[src/rtl/port_arbiter.sv]
// Round-robin arbiter: one pending descriptor slot per port, issued one at a time to the copy engine.
// Optional per-port grant counters (output o_grant_cnt) are enabled by defining PORT_ARB_STAT_EN.
module port_arbiter #(
    parameter int pFIFO_WIDTH = 11,
    parameter int pDEPTH_RAM  = 2048,
    parameter int pPORTS      = 4
) (
    input  logic                                  iclk,
    input  logic                                  i_rst_n,
    input  logic [pPORTS-1:0]                     i_request,
    input  logic [pPORTS*pFIFO_WIDTH-1:0]         i_length,
    input  logic [pPORTS*$clog2(pDEPTH_RAM)-1:0]  i_start_adress,
    input  logic                                  i_ready,
    input  logic                                  i_done,
    output logic                                  o_valid,
    output logic [pFIFO_WIDTH-1:0]                o_length,
    output logic [$clog2(pDEPTH_RAM)-1:0]         o_start_adress,
    output logic [$clog2(pPORTS)-1:0]             o_port_num,
    output logic                                  o_busy,
    output logic [pPORTS-1:0]                     o_overflow
`ifdef PORT_ARB_STAT_EN
    ,
    output logic [pPORTS*16-1:0]                  o_grant_cnt
`endif
);

    localparam int AW = $clog2(pDEPTH_RAM);
    localparam int PW = $clog2(pPORTS);

    typedef enum logic [1:0] {
        ST_IDLE  = 2'd0,
        ST_ISSUE = 2'd1,
        ST_BUSY  = 2'd2
    } state_t;

    state_t                 state_q, state_d;
    logic [pPORTS-1:0]      pend_q, pend_d;
    logic [pFIFO_WIDTH-1:0] slot_len_q  [pPORTS];
    logic [pFIFO_WIDTH-1:0] slot_len_d  [pPORTS];
    logic [AW-1:0]          slot_addr_q [pPORTS];
    logic [AW-1:0]          slot_addr_d [pPORTS];
    logic [pPORTS-1:0]      ovf_q, ovf_d;
    logic [PW-1:0]          last_q, last_d;
    logic                   valid_q, valid_d;
    logic                   busy_q, busy_d;
    logic [pFIFO_WIDTH-1:0] len_q, len_d;
    logic [AW-1:0]          addr_q, addr_d;
    logic [PW-1:0]          port_q, port_d;

    logic                   found_s;
    logic                   grant_s;
    logic [PW-1:0]          win_s;
    logic [PW-1:0]          idx_s;
    logic [pPORTS-1:0]      clear_s;

`ifdef PORT_ARB_STAT_EN
    logic [15:0]            cnt_q [pPORTS];
    logic [15:0]            cnt_d [pPORTS];
`endif

    // Round-robin search starting just after the last granted port.
    always_comb begin
        found_s = 1'b0;
        win_s   = {PW{1'b0}};
        idx_s   = {PW{1'b0}};
        for (int i = 1; i <= pPORTS; i++) begin
            idx_s = PW'((int'(last_q) + i) % pPORTS);
            if (!found_s && pend_q[idx_s]) begin
                found_s = 1'b1;
                win_s   = idx_s;
            end else begin
                found_s = found_s;
            end
        end
        grant_s = (state_q == ST_IDLE) && found_s;
        clear_s = {pPORTS{1'b0}};
        if (grant_s) begin
            clear_s[win_s] = 1'b1;
        end else begin
            clear_s = {pPORTS{1'b0}};
        end
    end

    // Slot capture, overflow detection and the issue/busy handshake sequencing.
    always_comb begin
        state_d     = state_q;
        pend_d      = pend_q;
        slot_len_d  = slot_len_q;
        slot_addr_d = slot_addr_q;
        ovf_d       = ovf_q;
        last_d      = last_q;
        valid_d     = valid_q;
        busy_d      = busy_q;
        len_d       = len_q;
        addr_d      = addr_q;
        port_d      = port_q;

        // A slot being granted this cycle is free to accept a same-cycle request.
        for (int k = 0; k < pPORTS; k++) begin
            if (i_request[k]) begin
                if (pend_q[k] && !clear_s[k]) begin
                    ovf_d[k]  = 1'b1;
                    pend_d[k] = 1'b1;
                end else begin
                    pend_d[k]      = 1'b1;
                    slot_len_d[k]  = i_length[k*pFIFO_WIDTH +: pFIFO_WIDTH];
                    slot_addr_d[k] = i_start_adress[k*AW +: AW];
                end
            end else if (clear_s[k]) begin
                pend_d[k] = 1'b0;
            end else begin
                pend_d[k] = pend_q[k];
            end
        end

        case (state_q)
            ST_IDLE: begin
                if (grant_s) begin
                    len_d   = slot_len_q[win_s];
                    addr_d  = slot_addr_q[win_s];
                    port_d  = win_s;
                    last_d  = win_s;
                    valid_d = 1'b1;
                    busy_d  = 1'b1;
                    state_d = ST_ISSUE;
                end else begin
                    state_d = ST_IDLE;
                end
            end
            ST_ISSUE: begin
                if (i_ready) begin
                    valid_d = 1'b0;
                    state_d = ST_BUSY;
                end else begin
                    state_d = ST_ISSUE;
                end
            end
            ST_BUSY: begin
                if (i_done) begin
                    busy_d  = 1'b0;
                    state_d = ST_IDLE;
                end else begin
                    state_d = ST_BUSY;
                end
            end
            default: begin
                valid_d = 1'b0;
                busy_d  = 1'b0;
                state_d = ST_IDLE;
            end
        endcase
    end

`ifdef PORT_ARB_STAT_EN
    // Saturating per-port grant counters.
    always_comb begin
        cnt_d = cnt_q;
        for (int k = 0; k < pPORTS; k++) begin
            if (clear_s[k] && (cnt_q[k] != 16'hFFFF)) begin
                cnt_d[k] = cnt_q[k] + 16'd1;
            end else begin
                cnt_d[k] = cnt_q[k];
            end
        end
    end

    for (genvar g = 0; g < pPORTS; g++) begin : g_cnt_out
        assign o_grant_cnt[g*16 +: 16] = cnt_q[g];
    end
`endif

    // State register for slots, pointer, FSM and registered outputs.
    always_ff @(posedge iclk or negedge i_rst_n) begin
        if (!i_rst_n) begin
            state_q <= ST_IDLE;
            pend_q  <= {pPORTS{1'b0}};
            ovf_q   <= {pPORTS{1'b0}};
            last_q  <= PW'(pPORTS - 1);
            valid_q <= 1'b0;
            busy_q  <= 1'b0;
            len_q   <= {pFIFO_WIDTH{1'b0}};
            addr_q  <= {AW{1'b0}};
            port_q  <= {PW{1'b0}};
            for (int k = 0; k < pPORTS; k++) begin
                slot_len_q[k]  <= {pFIFO_WIDTH{1'b0}};
                slot_addr_q[k] <= {AW{1'b0}};
`ifdef PORT_ARB_STAT_EN
                cnt_q[k]       <= 16'd0;
`endif
            end
        end else begin
            state_q     <= state_d;
            pend_q      <= pend_d;
            ovf_q       <= ovf_d;
            last_q      <= last_d;
            valid_q     <= valid_d;
            busy_q      <= busy_d;
            len_q       <= len_d;
            addr_q      <= addr_d;
            port_q      <= port_d;
            slot_len_q  <= slot_len_d;
            slot_addr_q <= slot_addr_d;
`ifdef PORT_ARB_STAT_EN
            cnt_q       <= cnt_d;
`endif
        end
    end

    assign o_valid        = valid_q;
    assign o_busy         = busy_q;
    assign o_length       = len_q;
    assign o_start_adress = addr_q;
    assign o_port_num     = port_q;
    assign o_overflow     = ovf_q;

endmodule

[config.mk]
export PLATFORM = sky130hd
export DESIGN_NAME = port_arbiter
export DESIGN_NICKNAME = d
export VERILOG_FILES = /design/src/rtl/port_arbiter.sv
export SDC_FILE = /design/constraint.sdc
export NUM_CORES = 1
export LEC_CHECK = 0
export ABC_AREA = 1
export CAP_MARGIN = 20
export CORE_MARGIN = 2
export CORE_UTILIZATION = 32
export CTS_BUF_LIST = sky130_fd_sc_hd__clkbuf_8
export DETAILED_ROUTE_END_ITERATION = 7
export HOLD_SLACK_MARGIN = 0.06
export SYNTH_ARGS = -nofsm -noshare
export SYNTH_HDL_FRONTEND = slang
export SYNTH_SLANG_ARGS = --single-unit
[constraint.sdc]
create_clock -name iclk -period 4.8 [get_ports iclk]
set_input_delay 0.48 -clock iclk [delete_from_list [all_inputs] [get_ports iclk]]
set_output_delay 0.48 -clock iclk [all_outputs]
set_load 0.02 [all_outputs]
==> results of run 1 <==
## worst paths after layout
check / to / start / cells after the start
worst max-delay path: slot_addr_q[20] / last_q[0] / 13
worst min-delay path: o_port_num[0] / i_rst_n / 2
min in group iclk: o_valid / o_valid / 2
worst min register to register: o_valid / o_valid / 2
max in group asynchronous: slot_len_q[42] / i_rst_n / 3
worst max register to register: slot_addr_q[20] / last_q[0] / 13
## cells in the mapped netlist (all sizes together)
| cell type | count |
|---|---|
| nand2 | 462 |
| nand3 | 146 |
| dfrtp | 124 |
| buf | 32 |
| clkbuf | 17 |
| inv | 17 |
| nor2 | 6 |
| nand4 | 3 |
| o21ai | 3 |
| dfstp | 2 |
| o21bai | 2 |
| or2 | 2 |
| a21boi | 1 |
| a21oi | 1 |
| a31o | 1 |
| nand3b | 1 |
| o211ai | 1 |
| or3 | 1 |
## cell type report
type / count / area, um^2
Clock inverter: 12 / 106.4
Fill cell: 1997 / 11350
Timing Repair Buffer: 131 / 1296
Inverter: 17 / 66.31
Tap cell: 265 / 331.6
Clock buffer: 20 / 275.3
Multi-Input combinational cell: 630 / 2758
Sequential cell: 126 / 3156
## where the power goes
group | switching [mW] | total [mW] | internal, mW
registers | 0.318 | 1.87 | 1.55
logic | 2.38 | 3.45 | 1.08
clock network | 0.405 | 0.894 | 0.489
total | 3.10 | 6.22 | 3.12
## flip-flops by register name (all words and copies together), names as in the netlist
register	flops
o_port_num	2
slot_len_q	44
o_length	11
o_busy	1
o_overflow	4
o_start_adress	11
o_valid	1
pend_q	4
slot_addr_q	44
state_q	2
last_q	2
## metal layers
metal	wire, um	vias to the layer above	GRT usage (%)
li1	-	2796	-
met1	8466	2569	25.53
met2	7906	179	26.47
met3	972	12	3.899
met4	169	0	5.160
met5	0	-	0
## critical path, delay by kind of cell (launching register included)
| kind | cells | cell delay (ns) |
|---|---|---|
| AO/OA/AOI/OAI | 1 | 0.15 |
| buffers and inverters | 1 | 0.11 |
| flip-flops | 1 | 0.63 |
| AND/OR/NAND/NOR | 11 | 2.69 |
## cells by family after synthesis
logic type      Yosys count  share of synthesized area [%]
simple gates            621                          43.15
flops                   126                          50.45
compound gates            9                         0.9401
buf+inv                  66                          5.461
==> qor.csv, run 1 <==
stage,metric,value,unit
run_status,outcome,"complete, no violations",
floorplanning,initial_core_util,32.35,%
cells_and_area,syn2layout_area_growth,27.73,%
worst_hold_path,hp-class,input pin to async pin,
cells_and_area,final_common_cell,nand2_1,
clocking,cts_max_level,4,
timing,worst_slew_pin_slew,1.062,ns
cells_and_area,layout-drive-gt1-share,8.440,%
timing,min_period,3.715,ns
timing,timing.final.ws_setup,1.085,ns
drt,first_iter_violations,376,
synth,synth_top_area_share,49.61,%
cells_and_area,post-route-cell-area,7989,um^2
critical_path,max_stage_delay,0.64,ns
synth,synth_fp_nets,918,
timing,hold-worst-slack,0.4286,ns
critical_path,critical_path_required,5.13,ns
placed_design,placed_area,7597,um^2
synth,ys_seq_elements,126,
cells_and_area,antenna_cells,0,
cells_and_area,instances_no_fill,1201,
drt,wl,17510,um
critical_path,reg2reg_setup_slack,1.09,ns
critical_path,worst-path-max-fanout,46,
clocking,path_clk_slew,0.07,ns
drt,drc,0,
timing,fmax,269.2,MHz
synth,synth.avg_cell_area,7.609,um^2
pwr,power,6.215,mW
timing,clock-skew-final,0.01175,ns
global_routing,overflow,0,
drt,via_per_inst,4.626,
run,cap_viol_max_count,0,
global_routing,grtUsageTotal,17.65,%
global_routing,grt_pass1_vias,5335,
timing,relSlewSlack,28.97,%
floorplanning,die_w,143.8,um
synth,synth_area_leaders,"dfrtp_1, nand2_1, nand3_1",
drt,ant_nets,0,
placed_design,dp_hpwl,12760,um
floorplanning,core_area,19330,um^2
placed_design,gp_congestion,0.8411,
placed_design,dp.cells,1168,
pwr,vdd_drop_max,0.4087,mV
critical_path,critical_path_arrival,4.04,ns
global_routing,grt_pass1_wl,28240,um
critical_path,cp_cell_sequence,inv_4 -> nand2_1 -> nand2_1 -> nand2_2 -> nand2_4 -> a21oi_1 -> nand2_2 -> nand2_4 -> nand3_2 -> nand2_2 -> nand2_2 -> nand2_1 -> nand2_1,
drt,post_drt_wl_per_cell,14.58,um
timing,post-route-period-util,77.39,%
synth,yosysSeqAreaShare,50.45,%
clocking,cts_root_buffer,clkbuf_8,
clocking,cts_tree,done,
critical_path,crit_type,register to register,
clocking,clk-insertion-delay-late,0.45,ns
placed_design,pre_cts_ws,1.126,ns
cells_and_area,utilization,41.32,%
synth,yosysWarnings,0,
synth,mappedNetlistArea,6255,um^2
clocking,post-cts-setup-buffers,0,
floorplanning,std_cell_rows,51,
synth,synth_top_area_cell,dfrtp_1,
drt,num_vias,5556,
timing,rsz0062_at_grt,no,
synth,synth.distinct_cells,28,
global_routing,grt_max_degree,69,
timing,setup_tns,0,ns
placed_design,io_buffers,125,
synth,synth_cells,822,
global_routing,grt_antenna_before_repair,0,
timing,finalSetupViolCount,0,
floorplanning,ios,126,
clocking,clkSinkCount,126,
floorplanning,die_area,20680,um^2
drt,first_pass_iters,7,
critical_path,worst_setup_path_start_kind,register,
clocking,cts_buffers,17,
pwr,leakagePower,4.177,nW
cells_and_area,final_cell_mix,"nand2_1, nand3_1, clkdlybuf4s50_1, dfrtp_1, nand2_2",
pwr,power_density,778.0,nW/um^2
timing,finalMaxSlewViolations,0,
critical_path,crit_slowest_cell,nand2_4,
critical_path,cp-end-kind,register,
clocking,cts-hold-fix-buffers,1,
clocking,cts-resized-gates,0,
timing,hold_violations,0,
cells_and_area,final_net_count,1019,
floorplanning,dieHeight,143.8,um
clocking,cts_buffer_depth,2,
Power figures use the tool's default switching activity.
==> run 2: changes to the inputs <==
==> constraint.sdc (replaced) <==
create_clock -name iclk -period 3.7 [get_ports iclk]
set_input_delay 0.37 -clock iclk [delete_from_list [all_inputs] [get_ports iclk]]
set_output_delay 0.37 -clock iclk [all_outputs]
set_load 0.02 [all_outputs]
==> run 2 against run 1 <==
First-iteration DRC count increased by 22%. Combinational power up 34%. Clock-buffer cell count grew 1. Sequential share of layout area barely moved. Global-route usage is 0.39 points higher. Non-clock buffer count is 6 higher. Clock power up 12%. Total power is 29% higher. Flip-flop and latch count is the same. Die area did not move. Setup slack worse by 0.32 ns. Clock skew shrank 0.0029 ns.
==> qor.csv, run 2 (synthesis gave the netlist of run 1 again) <==
stage,metric,value,unit,change
run_status,outcome,"complete, no violations",,
pwr,leakagePower,4.177,nW,about the same
placed_design,io_buffers,125,,unchanged
drt,post_drt_wl_per_cell,14.77,um,+1.3%
drt,via_per_inst,4.629,,about the same
critical_path,reg2reg_setup_slack,0.77,ns,-0.32 ns
critical_path,r2r_end,slot_addr_q[7],,
cells_and_area,final_net_count,1025,,+0.59%
global_routing,overflow,0,,unchanged
clocking,cts_root_buffer,clkbuf_8,,
critical_path,worst-path-max-fanout,28,,-39%
placed_design,dp.cells,1174,,+0.51%
global_routing,grt_max_degree,98,,+42%
drt,drc,0,,unchanged
critical_path,crit_start,last_q[0],,
drt,wl,17760,um,+1.4%
cells_and_area,final_common_cell,nand2_1,,
floorplanning,std_cell_rows,51,,unchanged
timing,worst_slew_pin_slew,0.9678,ns,-0.09427 ns
timing,timing.final.ws_setup,0.7694,ns,-0.3157 ns
global_routing,grt_pass1_wl,28580,um,+1.2%
pwr,power_density,1006,nW/um^2,+29%
floorplanning,core_area,19330,um^2,unchanged
cells_and_area,largestRegisters,"slot_addr_q (44), slot_len_q (44)",,
placed_design,dp_hpwl,12700,um,-0.44%
drt,ant_nets,0,,unchanged
clocking,clk-insertion-delay-late,0.44,ns,about the same
clocking,cts-hold-fix-buffers,1,,unchanged
floorplanning,ios,126,,unchanged
floorplanning,dieHeight,143.8,um,unchanged
clocking,path_clk_slew,0.07,ns,about the same
timing,clock-skew-final,0.008861,ns,-0.002891 ns
clocking,cts-resized-gates,0,,unchanged
cells_and_area,antenna_cells,0,,unchanged
clocking,cts_buffers,17,,unchanged
cells_and_area,layout-drive-gt1-share,8.645,%,+0.20 points
placed_design,gp_congestion,0.8464,,+0.63%
timing,relSlewSlack,35.28,%,+6.3 points
timing,setup_tns,0,ns,unchanged
floorplanning,initial_core_util,32.35,%,unchanged
critical_path,worst_setup_path_start_kind,register,,
global_routing,grt_antenna_before_repair,0,,unchanged
drt,first_iter_violations,457,,+22%
critical_path,critical_path_required,4.08,ns,-1.05 ns
placed_design,pre_cts_ws,0.7906,ns,-0.3356 ns
pwr,power,8.026,mW,+29%
drt,first_pass_iters,5,,-2
run,cap_viol_max_count,0,,unchanged
critical_path,cp-end-kind,register,,
critical_path,r2r-start,last_q[0],,
timing,rsz0062_at_grt,no,,
timing,min_period,2.931,ns,-0.7843 ns
clocking,cts_max_level,4,,unchanged
global_routing,grt_pass1_vias,5427,,+1.7%
cells_and_area,utilization,41.27,%,-0.052 points
clocking,post-cts-setup-buffers,0,,unchanged
critical_path,rr_worst_depth,14,,+1
drt,num_vias,5564,,+0.14%
cells_and_area,final_cell_mix,"nand2_1, nand3_1, clkdlybuf4s50_1, dfrtp_1, nand2_2",,
timing,fmax,341.2,MHz,+27%
pwr,vdd_drop_max,0.7972,mV,+95%
worst_hold_path,hp-class,input pin to async pin,,
clocking,cts_tree,done,,
timing,finalSetupViolCount,0,,unchanged
global_routing,grtUsageTotal,18.05,%,+0.39 points
floorplanning,die_area,20680,um^2,unchanged
timing,post-route-period-util,79.21,%,+1.8 points
cells_and_area,syn2layout_area_growth,27.57,%,
timing,hold_violations,0,,unchanged
floorplanning,die_w,143.8,um,unchanged
clocking,clkSinkCount,126,,unchanged
critical_path,crit_type,register to register,,
critical_path,critical_path_arrival,3.31,ns,-0.73 ns
cells_and_area,instances_no_fill,1202,,+0.083%
timing,finalMaxSlewViolations,0,,unchanged
clocking,cts_buffer_depth,2,,unchanged
## run 2: critical path, cell delays in order, from the launching register on
cell and delay [ns]:
dfstp_2 0.64, inv_4 0.11, nand2_1 0.08, nand2_1 0.11, nand2_2 0.14, nand2_4 0.09
nor2_8 0.13, nand3b_4 0.10, nand2_4 0.25, inv_2 0.20, nand3_1 0.15, nand2_2 0.06
nand2_1 0.56, nand2_1 0.13, nand2_1 0.09
## run 2: per-stage QoR
stage               hold slack (ns)  area [um^2]
floorplan                   0.07441         6255
global placement             0.3319         7655
detailed placement           0.3321         7655
CTS                          0.4025         7979
global route                 0.4356         7979
finish                       0.4030         7979
## run 2: where the power goes
| group | total, mW | internal (mW) | switching, mW |
|---|---|---|---|
| combinational | 4.62 | 1.47 | 3.15 |
| clock | 1.00 | 0.503 | 0.497 |
| sequential | 2.41 | 2.01 | 0.396 |
## run 2: worst max path at each step
stage / to / slack [ns]
CTS: slot_len_q[1] / 0.78
floorplan: slot_addr_q[33] / 1.59
detailed placement: slot_addr_q[2] / 0.79
global route: slot_len_q[1] / 0.48
finish: slot_addr_q[7] / 0.77
global placement: pend_q[2] / 0.92
## run 2: cell type report
cell class,instances,area [um^2]
clock buffers,21,289.0
clock inverters,6,25.02
fillers,1983,11360
inverters,17,66.31
multi-input cells,630,2758
flip-flops and latches,126,3156
well taps,265,331.6
repair buffers,137,1354
## run 2: per-layer routing
| layer | global-route usage [%] | vias to the layer above | wire, um |
|---|---|---|---|
| met1 | 25.73 | 2573 | 8622 |
| li1 | - | 2813 | - |
| met3 | 3.565 | 17 | 850 |
| met5 | 0 | - | 0 |
| met2 | 28.05 | 161 | 8076 |
| met4 | 4.799 | 0 | 210 |
==> run 3: changes to the inputs <==
==> constraint.sdc (replaced) <==
create_clock -name iclk -period 2.6 [get_ports iclk]
set_input_delay 0.26 -clock iclk [delete_from_list [all_inputs] [get_ports iclk]]
set_output_delay 0.26 -clock iclk [all_outputs]
set_load 0.02 [all_outputs]
==> run 3 against run 2 <==
First-iteration DRC count grew 0.88%. Sequential power grew 43%. Flip-flop and latch count is the same. Register-to-register slack lost 0.56 ns. Global-route usage shrank 0.16 points. Final area grew 2.6%. Setup slack lost 0.56 ns. Largest power group unchanged. Core utilization grew 1.1 points. Non-clock buffer count grew 11. Sequential share of layout area shrank 0.99 points. Final cell count grew 1.3%.
==> qor.csv, run 3 (synthesis gave the netlist of run 1 again) <==
stage,metric,value,unit,change
run_status,outcome,"complete, no violations",,
global_routing,grt_antenna_before_repair,0,,unchanged
critical_path,critical_path_arrival,2.74,ns,-0.57 ns
global_routing,grtUsageTotal,17.88,%,-0.16 points
critical_path,crit_slowest_cell,dfstp_2,,
critical_path,cp_cell_sequence,inv_4 -> nand2_1 -> nand2_1 -> nand2_2 -> nand2_4 -> a21oi_1 -> nand2_2 -> nand2_4 -> nand3_2 -> nand2_2 -> buf_4 -> inv_1 -> or2_1,,
cells_and_area,final_common_cell,nand2_1,,
clocking,path_clk_slew,0.08,ns,about the same
critical_path,crit_end,pend_q[2],,
cells_and_area,layout.area.seq,3156,um^2,unchanged
clocking,cts_tree,done,,
timing,post-route-period-util,92.05,%,+13 points
critical_path,r2r-start,last_q[0],,
critical_path,worst-path-max-fanout,13,,-54%
pwr,vdd_drop_max,0.8893,mV,+12%
clocking,cts_root_buffer,clkbuf_8,,
timing,fmax,417.8,MHz,+22%
critical_path,critical_path_required,2.94,ns,-1.14 ns
placed_design,gp_congestion,0.8537,,+0.86%
timing,clock-skew-final,0.009788,ns,+0.0009271 ns
worst_hold_path,hp-class,input pin to register,,
critical_path,reg2reg_setup_slack,0.21,ns,-0.56 ns
cells_and_area,largestRegisters,"slot_addr_q (44), slot_len_q (44)",,
critical_path,worst_setup_path_start_kind,register,,
floorplanning,die_w,143.8,um,unchanged
critical_path,crit_start,last_q[0],,
drt,drc,0,,unchanged
clocking,cts_max_level,4,,unchanged
drt,wl,17710,um,-0.26%
critical_path,max_stage_delay,0.64,ns,about the same
clocking,cts_buffers,17,,unchanged
placed_design,io_buffers,125,,unchanged
timing,setup_tns,0,ns,unchanged
drt,first_pass_iters,5,,unchanged
timing,hold_violations,0,,unchanged
timing,relSlewSlack,37.15,%,+1.9 points
placed_design,pre_cts_ws,0.1636,ns,-0.6270 ns
floorplanning,core_area,19330,um^2,unchanged
drt,num_vias,5630,,+1.2%
global_routing,overflow,0,,unchanged
cells_and_area,layout-drive-gt1-share,10.60,%,+2.0 points
critical_path,crit_type,register to register,,
timing,min_period,2.393,ns,-0.5374 ns
cells_and_area,antenna_cells,0,,unchanged
clocking,clk-insertion-delay-late,0.45,ns,about the same
floorplanning,dieHeight,143.8,um,unchanged
cells_and_area,syn2layout_area_growth,30.85,%,
critical_path,r2r_end,pend_q[2],,
cells_and_area,nFillCells,2013,,+1.5%
floorplanning,ios,126,,unchanged
critical_path,rr_worst_depth,13,,-1
floorplanning,std_cell_rows,51,,unchanged
clocking,post-cts-setup-buffers,0,,unchanged
timing,hold-worst-slack,0.3634,ns,-0.03960 ns
global_routing,grt_pass1_vias,5406,,-0.39%
clocking,clkSinkCount,126,,unchanged
timing,rsz0062_at_grt,no,,
timing,finalMaxSlewViolations,0,,unchanged
cells_and_area,final_cell_mix,"nand2_1, nand3_1, clkdlybuf4s50_1, dfrtp_1, nand2_2",,
timing,timing.final.ws_setup,0.2068,ns,-0.5626 ns
floorplanning,initial_core_util,32.35,%,unchanged
run,cap_viol_max_count,0,,unchanged
drt,ant_nets,0,,unchanged
timing,worst_slew_pin_slew,0.9427,ns,-0.02508 ns
worst_hold_path,min-delay-start,i_length[9],,
drt,first_iter_violations,461,,+0.88%
pwr,power_density,1460,nW/um^2,+45%
critical_path,cp-end-kind,register,,
cells_and_area,final_net_count,1036,,+1.1%
floorplanning,die_area,20680,um^2,unchanged
critical_path,crit_top_cell,nand2_2,,
global_routing,grt_max_degree,72,,-27%
placed_design,dp_hpwl,13150,um,+3.5%
global_routing,grt_pass1_wl,28460,um,-0.43%
clocking,cts_buffer_depth,2,,unchanged
timing,finalSetupViolCount,0,,unchanged
pwr,leakagePower,4.259,nW,+2.0%
drt,post_drt_wl_per_cell,14.54,um,-1.6%
cells_and_area,multi_input_area,2773,um^2,+0.54%
drt,via_per_inst,4.622,,-0.14%
==> run 3: where the power goes <==
group / switching, mW / internal [mW] / leakage, nW / total, mW
Clock: 0.824 / 0.902 / 0.194 / 1.73
Sequential: 0.586 / 2.86 / 1.56 / 3.45
Combinational: 4.47 / 2.30 / 2.51 / 6.77
Total: 5.88 / 6.07 / 4.26 / 12.0
==> run 3: final cells by class <==
cell class	instances	share of cell area, %
clock buffers	19	3.195
clock inverters	13	1.712
inverters	17	0.8103
multi-input cells	630	33.88
flip-flops and latches	126	38.56
well taps	265	4.051
repair buffers	148	17.80
==> run 3: stage by stage <==
step           power (mW)  instance area [um^2]  utilization [%]  cells
2_1_floorplan       8.227                  6255                -    822
3_3_place_gp        10.15                  7750            40.08   1185
3_5_place_dp        10.19                  7750            40.08   1185
4_1_cts             11.96                  8162            42.21   1218
5_1_grt             13.07                  8184            42.33   1218
6_report            11.95                  8184            42.33   1218
==> run 3: metal layers <==
metal / global-route usage [%] / routed length [um] / vias up
li1: - / - / 2836
met1: 26.12 / 8645 / 2619
met2: 26.52 / 7869 / 155
met3: 3.899 / 988 / 20
met4: 5.263 / 208 / 0
met5: 0 / 0 / -
==> run 3: how the worst min path moves through the flow <==
stage	to	slack, ns	depth (start not counted)
floorplan	o_busy	-0.04	0
global placement	slot_addr_q[19]	0.46	1
detailed placement	slot_addr_q[19]	0.46	1
CTS	slot_len_q[34]	0.34	3
global route	slot_len_q[34]	0.36	3
finish	slot_len_q[42]	0.36	3
==> run 3: repair_timing <==
item	4_1_cts	5_1_grt
endpoints found under the setup margin	0	51
hold endpoints to repair	66	0
gates resized for setup	0	5
hold buffers	1	0
==> run 3: critical path: cells and delay by family (launching register included) <==
family                 cells  cell delay (ns)
and+or+nand+nor            9             1.12
buffers and inverters      3             0.37
AOI/OAI and AO/OA          1             0.15
DFF                        1             0.64
